File: src/rtl/panel_pkg.sv
// Shared constants for the front-panel input reader: input counts, key indices
// and the counter-width helper used by the prescaler and debounce counters.
package panel_pkg;

    localparam int NUM_KEYS   = 4;
    localparam int NUM_SW     = 10;
    localparam int NUM_INPUTS = NUM_KEYS + NUM_SW;
    localparam int SW_BASE    = NUM_KEYS;

    localparam int KEY0 = 0;
    localparam int KEY1 = 1;
    localparam int KEY2 = 2;
    localparam int KEY3 = 3;

    // Number of bits needed to hold the values 0..value-1 (never less than 1).
    function automatic int clog2(input int value);
        int w;
        for (w = 1; (1 << w) < value; w++) begin
        end
        return w;
    endfunction

endpackage

File: src/rtl/debounce_cell.sv
// One debounced input: a stable level that follows din only after din has differed
// from it for DEB_TICKS consecutive ticks, with registered edge events.
module debounce_cell
    import panel_pkg::*;
#(
    parameter int DEB_TICKS = 8
) (
    input  logic clk,
    input  logic rst,
    input  logic tick,
    input  logic din,
    input  logic en_evt,
    output logic stable,
    output logic rise,
    output logic fall
);

    localparam int CW = clog2(DEB_TICKS + 1);
    localparam logic [CW-1:0] LAST = CW'(DEB_TICKS - 1);

    logic [CW-1:0] count;

    // Any clock where din agrees with the stable level restarts the qualification.
    always_ff @(posedge clk or posedge rst) begin
        if (rst) begin
            stable <= 1'b0;
            count  <= '0;
            rise   <= 1'b0;
            fall   <= 1'b0;
        end else begin
            rise <= 1'b0;
            fall <= 1'b0;
            if (din == stable) begin
                count <= '0;
            end else if (tick) begin
                if (count == LAST) begin
                    stable <= din;
                    count  <= '0;
                    rise   <= en_evt & din;
                    fall   <= en_evt & ~din;
                end else begin
                    count <= count + 1'b1;
                end
            end
        end
    end

endmodule

File: src/rtl/panel_inputs.sv
// Front-panel reader: synchronises and debounces DE-board keys and switches.
// Define PANEL_AUTOREPEAT_EN to add per-key auto-repeat press pulses.
module panel_inputs
    import panel_pkg::*;
#(
    parameter int TICK_DIV  = 28000,
    parameter int DEB_TICKS = 8,
    parameter int REP_DELAY = 500,
    parameter int REP_RATE  = 100
) (
    input  logic                clk,
    input  logic                rst,
    input  logic [NUM_KEYS-1:0] key_n,
    input  logic [NUM_SW-1:0]   sw,
    output logic [NUM_KEYS-1:0] key_state,
    output logic [NUM_KEYS-1:0] key_press,
    output logic [NUM_KEYS-1:0] key_release,
    output logic [NUM_SW-1:0]   sw_state,
    output logic [NUM_SW-1:0]   sw_change,
    output logic                ready
);

    if (TICK_DIV < 2 || DEB_TICKS < 1 || REP_DELAY < 1 || REP_RATE < 1) begin : g_param_check
        $error("panel_inputs: parameter out of range");
    end

    localparam int PW = clog2(TICK_DIV);
    localparam logic [PW-1:0] PRESC_LAST = PW'(TICK_DIV - 1);
    localparam int SCW = clog2(DEB_TICKS + 2);
    localparam logic [SCW-1:0] SETTLE_DONE = SCW'(DEB_TICKS + 1);

    logic [NUM_KEYS-1:0]   key_meta, key_sync;
    logic [NUM_SW-1:0]     sw_meta, sw_sync;
    logic [PW-1:0]         presc;
    logic                  tick;
    logic [SCW-1:0]        settle_cnt;
    logic [NUM_INPUTS-1:0] din_all, stable_all, rise_all, fall_all;
    logic [NUM_KEYS-1:0]   rep_pulse;

    // Key synchronisers reset to "released" so no phantom press is seen after reset.
    always_ff @(posedge clk or posedge rst) begin
        if (rst) begin
            key_meta <= '1;
            key_sync <= '1;
            sw_meta  <= '0;
            sw_sync  <= '0;
        end else begin
            key_meta <= key_n;
            key_sync <= key_meta;
            sw_meta  <= sw;
            sw_sync  <= sw_meta;
        end
    end

    always_ff @(posedge clk or posedge rst) begin
        if (rst) begin
            presc <= '0;
            tick  <= 1'b0;
        end else if (presc == PRESC_LAST) begin
            presc <= '0;
            tick  <= 1'b1;
        end else begin
            presc <= presc + 1'b1;
            tick  <= 1'b0;
        end
    end

    // Events stay masked until every input has had a full debounce window to settle.
    always_ff @(posedge clk or posedge rst) begin
        if (rst) begin
            settle_cnt <= '0;
            ready      <= 1'b0;
        end else begin
            if (tick && settle_cnt != SETTLE_DONE) begin
                settle_cnt <= settle_cnt + 1'b1;
            end
            if (settle_cnt == SETTLE_DONE) begin
                ready <= 1'b1;
            end
        end
    end

    assign din_all = {sw_sync, ~key_sync};

    for (genvar i = 0; i < NUM_INPUTS; i++) begin : g_cell
        debounce_cell #(
            .DEB_TICKS(DEB_TICKS)
        ) u_cell (
            .clk   (clk),
            .rst   (rst),
            .tick  (tick),
            .din   (din_all[i]),
            .en_evt(ready),
            .stable(stable_all[i]),
            .rise  (rise_all[i]),
            .fall  (fall_all[i])
        );
    end

`ifdef PANEL_AUTOREPEAT_EN
    localparam int REP_MAX = (REP_DELAY > REP_RATE) ? REP_DELAY : REP_RATE;
    localparam int RW = clog2(REP_MAX + 1);
    localparam logic [RW-1:0] DELAY_LAST = RW'(REP_DELAY - 1);
    localparam logic [RW-1:0] RATE_LAST  = RW'(REP_RATE - 1);

    logic [RW-1:0]       rep_cnt [NUM_KEYS];
    logic [NUM_KEYS-1:0] rep_phase;

    // A repeat is suppressed once the synchronised key is up, so it can never
    // coincide with the release event of the same key.
    always_ff @(posedge clk or posedge rst) begin
        if (rst) begin
            for (int k = 0; k < NUM_KEYS; k++) begin
                rep_cnt[k] <= '0;
            end
            rep_phase <= '0;
            rep_pulse <= '0;
        end else begin
            for (int k = 0; k < NUM_KEYS; k++) begin
                rep_pulse[k] <= 1'b0;
                if (!stable_all[k]) begin
                    rep_cnt[k]   <= '0;
                    rep_phase[k] <= 1'b0;
                end else if (tick) begin
                    if (rep_cnt[k] == (rep_phase[k] ? RATE_LAST : DELAY_LAST)) begin
                        rep_cnt[k]   <= '0;
                        rep_phase[k] <= 1'b1;
                        rep_pulse[k] <= ready & din_all[k];
                    end else begin
                        rep_cnt[k] <= rep_cnt[k] + 1'b1;
                    end
                end
            end
        end
    end
`else
    assign rep_pulse = '0;
`endif

    assign key_state   = {stable_all[KEY3], stable_all[KEY2], stable_all[KEY1], stable_all[KEY0]};
    assign key_press   = rise_all[KEY3:KEY0] | rep_pulse;
    assign key_release = fall_all[KEY3:KEY0];
    assign sw_state    = stable_all[NUM_INPUTS-1:SW_BASE];
    assign sw_change   = rise_all[NUM_INPUTS-1:SW_BASE] | fall_all[NUM_INPUTS-1:SW_BASE];

endmodule

File: config.mk
export PLATFORM = sky130hd
export DESIGN_NAME = panel_inputs
export DESIGN_NICKNAME = d
export VERILOG_FILES = /design/src/rtl/panel_pkg.sv /design/src/rtl/debounce_cell.sv /design/src/rtl/panel_inputs.sv
export SDC_FILE = /design/constraint.sdc
export NUM_CORES = 1
export LEC_CHECK = 0
export ABC_AREA = 0
export CAP_MARGIN = 20
export CELL_PAD_IN_SITES_DETAIL_PLACEMENT = 1
export CELL_PAD_IN_SITES_GLOBAL_PLACEMENT = 1
export CORE_ASPECT_RATIO = 0.7
export CORE_MARGIN = 2
export CORE_UTILIZATION = 50
export CTS_CLUSTER_DIAMETER = 120
export DETAILED_ROUTE_END_ITERATION = 8
export GPL_ROUTABILITY_DRIVEN = 0
export HOLD_SLACK_MARGIN = 0.02
export PLACE_DENSITY = 0.81
export SYNTH_ARGS = -nofsm -noshare
export SYNTH_HDL_FRONTEND = slang
export SYNTH_SLANG_ARGS = --single-unit
export TNS_END_PERCENT = 30
File: constraint.sdc
create_clock -name clk -period 7.74 [get_ports clk]
set_clock_uncertainty 0.05 [all_clocks]
set_input_delay 1.161 -clock clk [delete_from_list [all_inputs] [get_ports clk]]
set_output_delay 1.161 -clock clk [all_outputs]
set_load 0.02 [all_outputs]
==> impl_results.md <==
- Status: finished clean
- Share of cells above drive strength 1: 12.5%
- Number of DRC violations after detailed-routing iteration 0: 181
- Clk_lat worst skew: 0.43 ns
- Layout Cells excl Fill: 769
- Worst Hold Class: register to register
- Part of the power in registers: 46.0%
- Cell total after placement: 737
- P_sw: 0.344 mW
- GR met3 Demand/Resource: 5.45%
- Crit path from: g_cell[11].u_cell.fall
- CP Launch Type: register
- Most common flop cell mapped by yosys: dfrtp_1
- Die area: 13500 µm²
- Leakage power: 3.22 nW
- First-pass iteration count of the detailed router: 4
- Power Internal: 1.36 mW
- Hold Startpoint: sw_meta[7]
- Yosys reg bits: 147
- IO Pins: 49
- Largest net degree at the start of global routing: 80
- Max Fclk: 351 MHz
- Post-DR wirelength/cell: 16.9 µm
- Synth Warn #: 0
- Gr busiest metal: met2
- Fillcell total: 1306
- P per Cell Area: 230 nW/µm²
- WL final: 13.0 mm
- Gr usage total: 21.5%
- Core area: 12300 µm²
- Final setup fails: 0
- CTS tree: done
- Setup WS post-layout: 4.89 ns
- CTS max path bufs: 2
- Vias per inst: 5.47
- Post-DRT Antenna Nets: 0
- Peak supply drop: 0.163 mV
- H-tree depth: 4
- Total global routing overflow: 0
- Setup Fix Bufs, Post-CTS: 0
- Via Count: 4205
- R2R depth: 4
- Final Hold Violating Endpoints: 0
- Switching Fraction: 20.2%
- Post-Syn Area per Cell: 11.2 µm²
- Inserted Clock Buffers: 17
- Post-layout power: 1.70 mW
- Post-Syn Nets: 591
- Slew Limit Fails: 0
- Max_cap viols: 0
- Register area share after synthesis: 58.8%
- Synth-to-layout area growth: 18.0%
- WS Path Type: register to output pin
- Clk slew on worst S/H paths: 0.06 ns
- Final min period: 2.85 ns
- CP peak stage delay: 0.56 ns
- First-pass GRT wire length: 22.3 mm
- FF-to-FF Start: tick
- Hold depth: 0
- Root buffer cell: clkbuf_16
- Tcrit/Tclk final: 36.8%
- Cts hold-fix bufs: 0
- Vias in the first global route: 4582
- Crit-path cells: or2_2 > clkdlybuf4s50_1
- Critical Path Fanout Max: 1
- GR Util met2: 35.2%
- Crit path DAT: 1.64 ns
- Starting Density: 50.9%
- Synth unique cells: 38
- PostCTS Resize Cnt: 0
- Worst-Margin Slew: 0.988 ns
- Pre-CTS WS: 4.49 ns
- Setup tns final: 0 ns
- FP Rows: 34
- Antenna diodes: 0
- Die Wd: 138 µm
- Clock Sinks: 147
- Asr flop ratio synth: 100%
- Critical path capture point type: output pin
- Power share of the combinational group: 1.8%
- Slowest cell on the critical path: clkdlybuf4s50_1
- Final design utilization: 60.0%
- Residual DRC count: 0
- Grt met1 use: 27.9%
- Post-Syn Instances: 558
- Initial antenna violation count: 0
- Die height: 97.7 µm
- Mapped Area: 6280 µm²
- EDFF count, synth: 0
- FF+latch area: 3690 µm²
- Nets: 627
- Area of the multi-input gates: 2360 µm²
- RSZ-0062 raised after global routing: false
- Clock power frac: 52.2%
- Relative max-transition margin: 34.1%
- DP Wirelength: 8.08 mm
- PortBufs: 48
- Worst EP required: 6.53 ns
state kept, by name (all words and copies together), names as in the netlist:
register / flops
key_sync: 4
ready: 1
g_cell.u_cell.count: 56
sw_meta: 10
g_cell.u_cell.fall: 14
settle_cnt: 4
g_cell.u_cell.rise: 14
presc: 15
tick: 1
g_cell.u_cell.stable: 14
key_meta: 4
sw_sync: 10
cell type report:
type	count	share of cell area [%]
flip-flops and latches	147	49.8
multi-input cells	374	31.8
repair buffers	50	6.69
clock buffers	18	5.79
clock inverters	14	2.85
well taps	162	2.74
inverters	4	0.270
stage by stage:
step	hold slack, ns	cell area [µm²]
5_1_grt	0.307	7410
3_3_place_gp	0.282	6770
3_5_place_dp	0.286	6770
6_report	0.298	7410
2_1_floorplan	0.281	6280
4_1_cts	0.299	7410
worst max-delay path, delay by kind of cell, from the launching register on:
family	cells	cell delay [ns]
and+or+nand+nor	1	0.29
buffers and inverters	1	0.56
DFF	1	0.35
path summary, 6_finish.rpt:
check                                       endpoint  slack (ns)
max                                     sw_change[7]        4.89
min                                       sw_sync[7]        0.30
max reg2reg                g_cell[9].u_cell.count[0]        5.18
min reg2reg                               sw_sync[7]        0.30
max in group asynchronous      g_cell[5].u_cell.rise        5.07
min in group asynchronous  g_cell[1].u_cell.count[0]        1.15
layer usage:
| layer | wire length (µm) | up-vias |
|---|---|---|
| met2 | 6600 | 53 |
| met5 | 0 | - |
| met3 | 343 | 19 |
| met1 | 5860 | 2180 |
| met4 | 215 | 0 |
| li1 | - | 1953 |
layout by cell type (no fill, tap or decap), types with 4 or more instances in the layout:
master	instances
a21oi_1	25
mux2_2	14
nand3b_1	4
nor3b_1	20
or2_2	14
clkinv_2	4
bufinv_16	5
nand4_1	19
nor2_1	51
nand2_1	86
nor3_1	11
xnor2_1	18
mux2i_1	14
ha_1	17
clkdlybuf4s50_1	48
nand3_1	4
or3_1	22
dfstp_2	8
nor4_1	8
clkbuf_16	17
o21ai_0	7
dfrtp_1	138
xor2_1	23
cell usage after synthesis (2+ instances only):
master / instances / area (µm²)
inv_1: 4 / 15.0
buf_2: 3 / 15.0
or3_1: 22 / 138
o21ai_0: 7 / 35.0
nor3_1: 11 / 55.1
nand3_1: 4 / 20.0
dfstp_2: 8 / 210
nor2_1: 51 / 191
nor2b_1: 2 / 12.5
and3b_1: 3 / 26.3
nand2_1: 86 / 323
buf_4: 23 / 173
nand4_1: 19 / 119
xnor2_1: 18 / 158
xor2_1: 23 / 201
nand3b_1: 4 / 30.0
clkbuf_1: 3 / 11.3
dfrtp_1: 139 / 3480
or2_2: 14 / 87.6
nor3b_1: 20 / 150
mux2_2: 14 / 158
ha_1: 17 / 213
mux2i_1: 14 / 140
nor4_1: 8 / 50.1
a21oi_1: 25 / 125
buf_1: 4 / 15.0
power by group through the flow:
stage | registers (mW) | logic, mW | clock network [mW]
CTS | 0.783 | 0.0318 | 0.905
global placement | 0.797 | 0.0304 | 0
finish | 0.783 | 0.0302 | 0.888
global route | 0.784 | 0.0344 | 0.937
detailed placement | 0.797 | 0.0315 | 0
floorplan | 0.796 | 0.0169 | 0
logic make-up (layout without fill, tap and decap cells):
kind of cell | after synthesis | after routing | share of synthesized area, %
DFF | 147 | 147 | 58.8
adders and majority gates | 17 | 17 | 3.39
and+or+nand+nor | 253 | 253 | 20.8
AOI/OAI and AO/OA | 35 | 35 | 2.91
muxes | 28 | 28 | 4.74
buffers and inverters | 37 | 86 | 3.65
xor gates and xnor gates | 41 | 41 | 5.72
(Power assumes the default switching activity.)
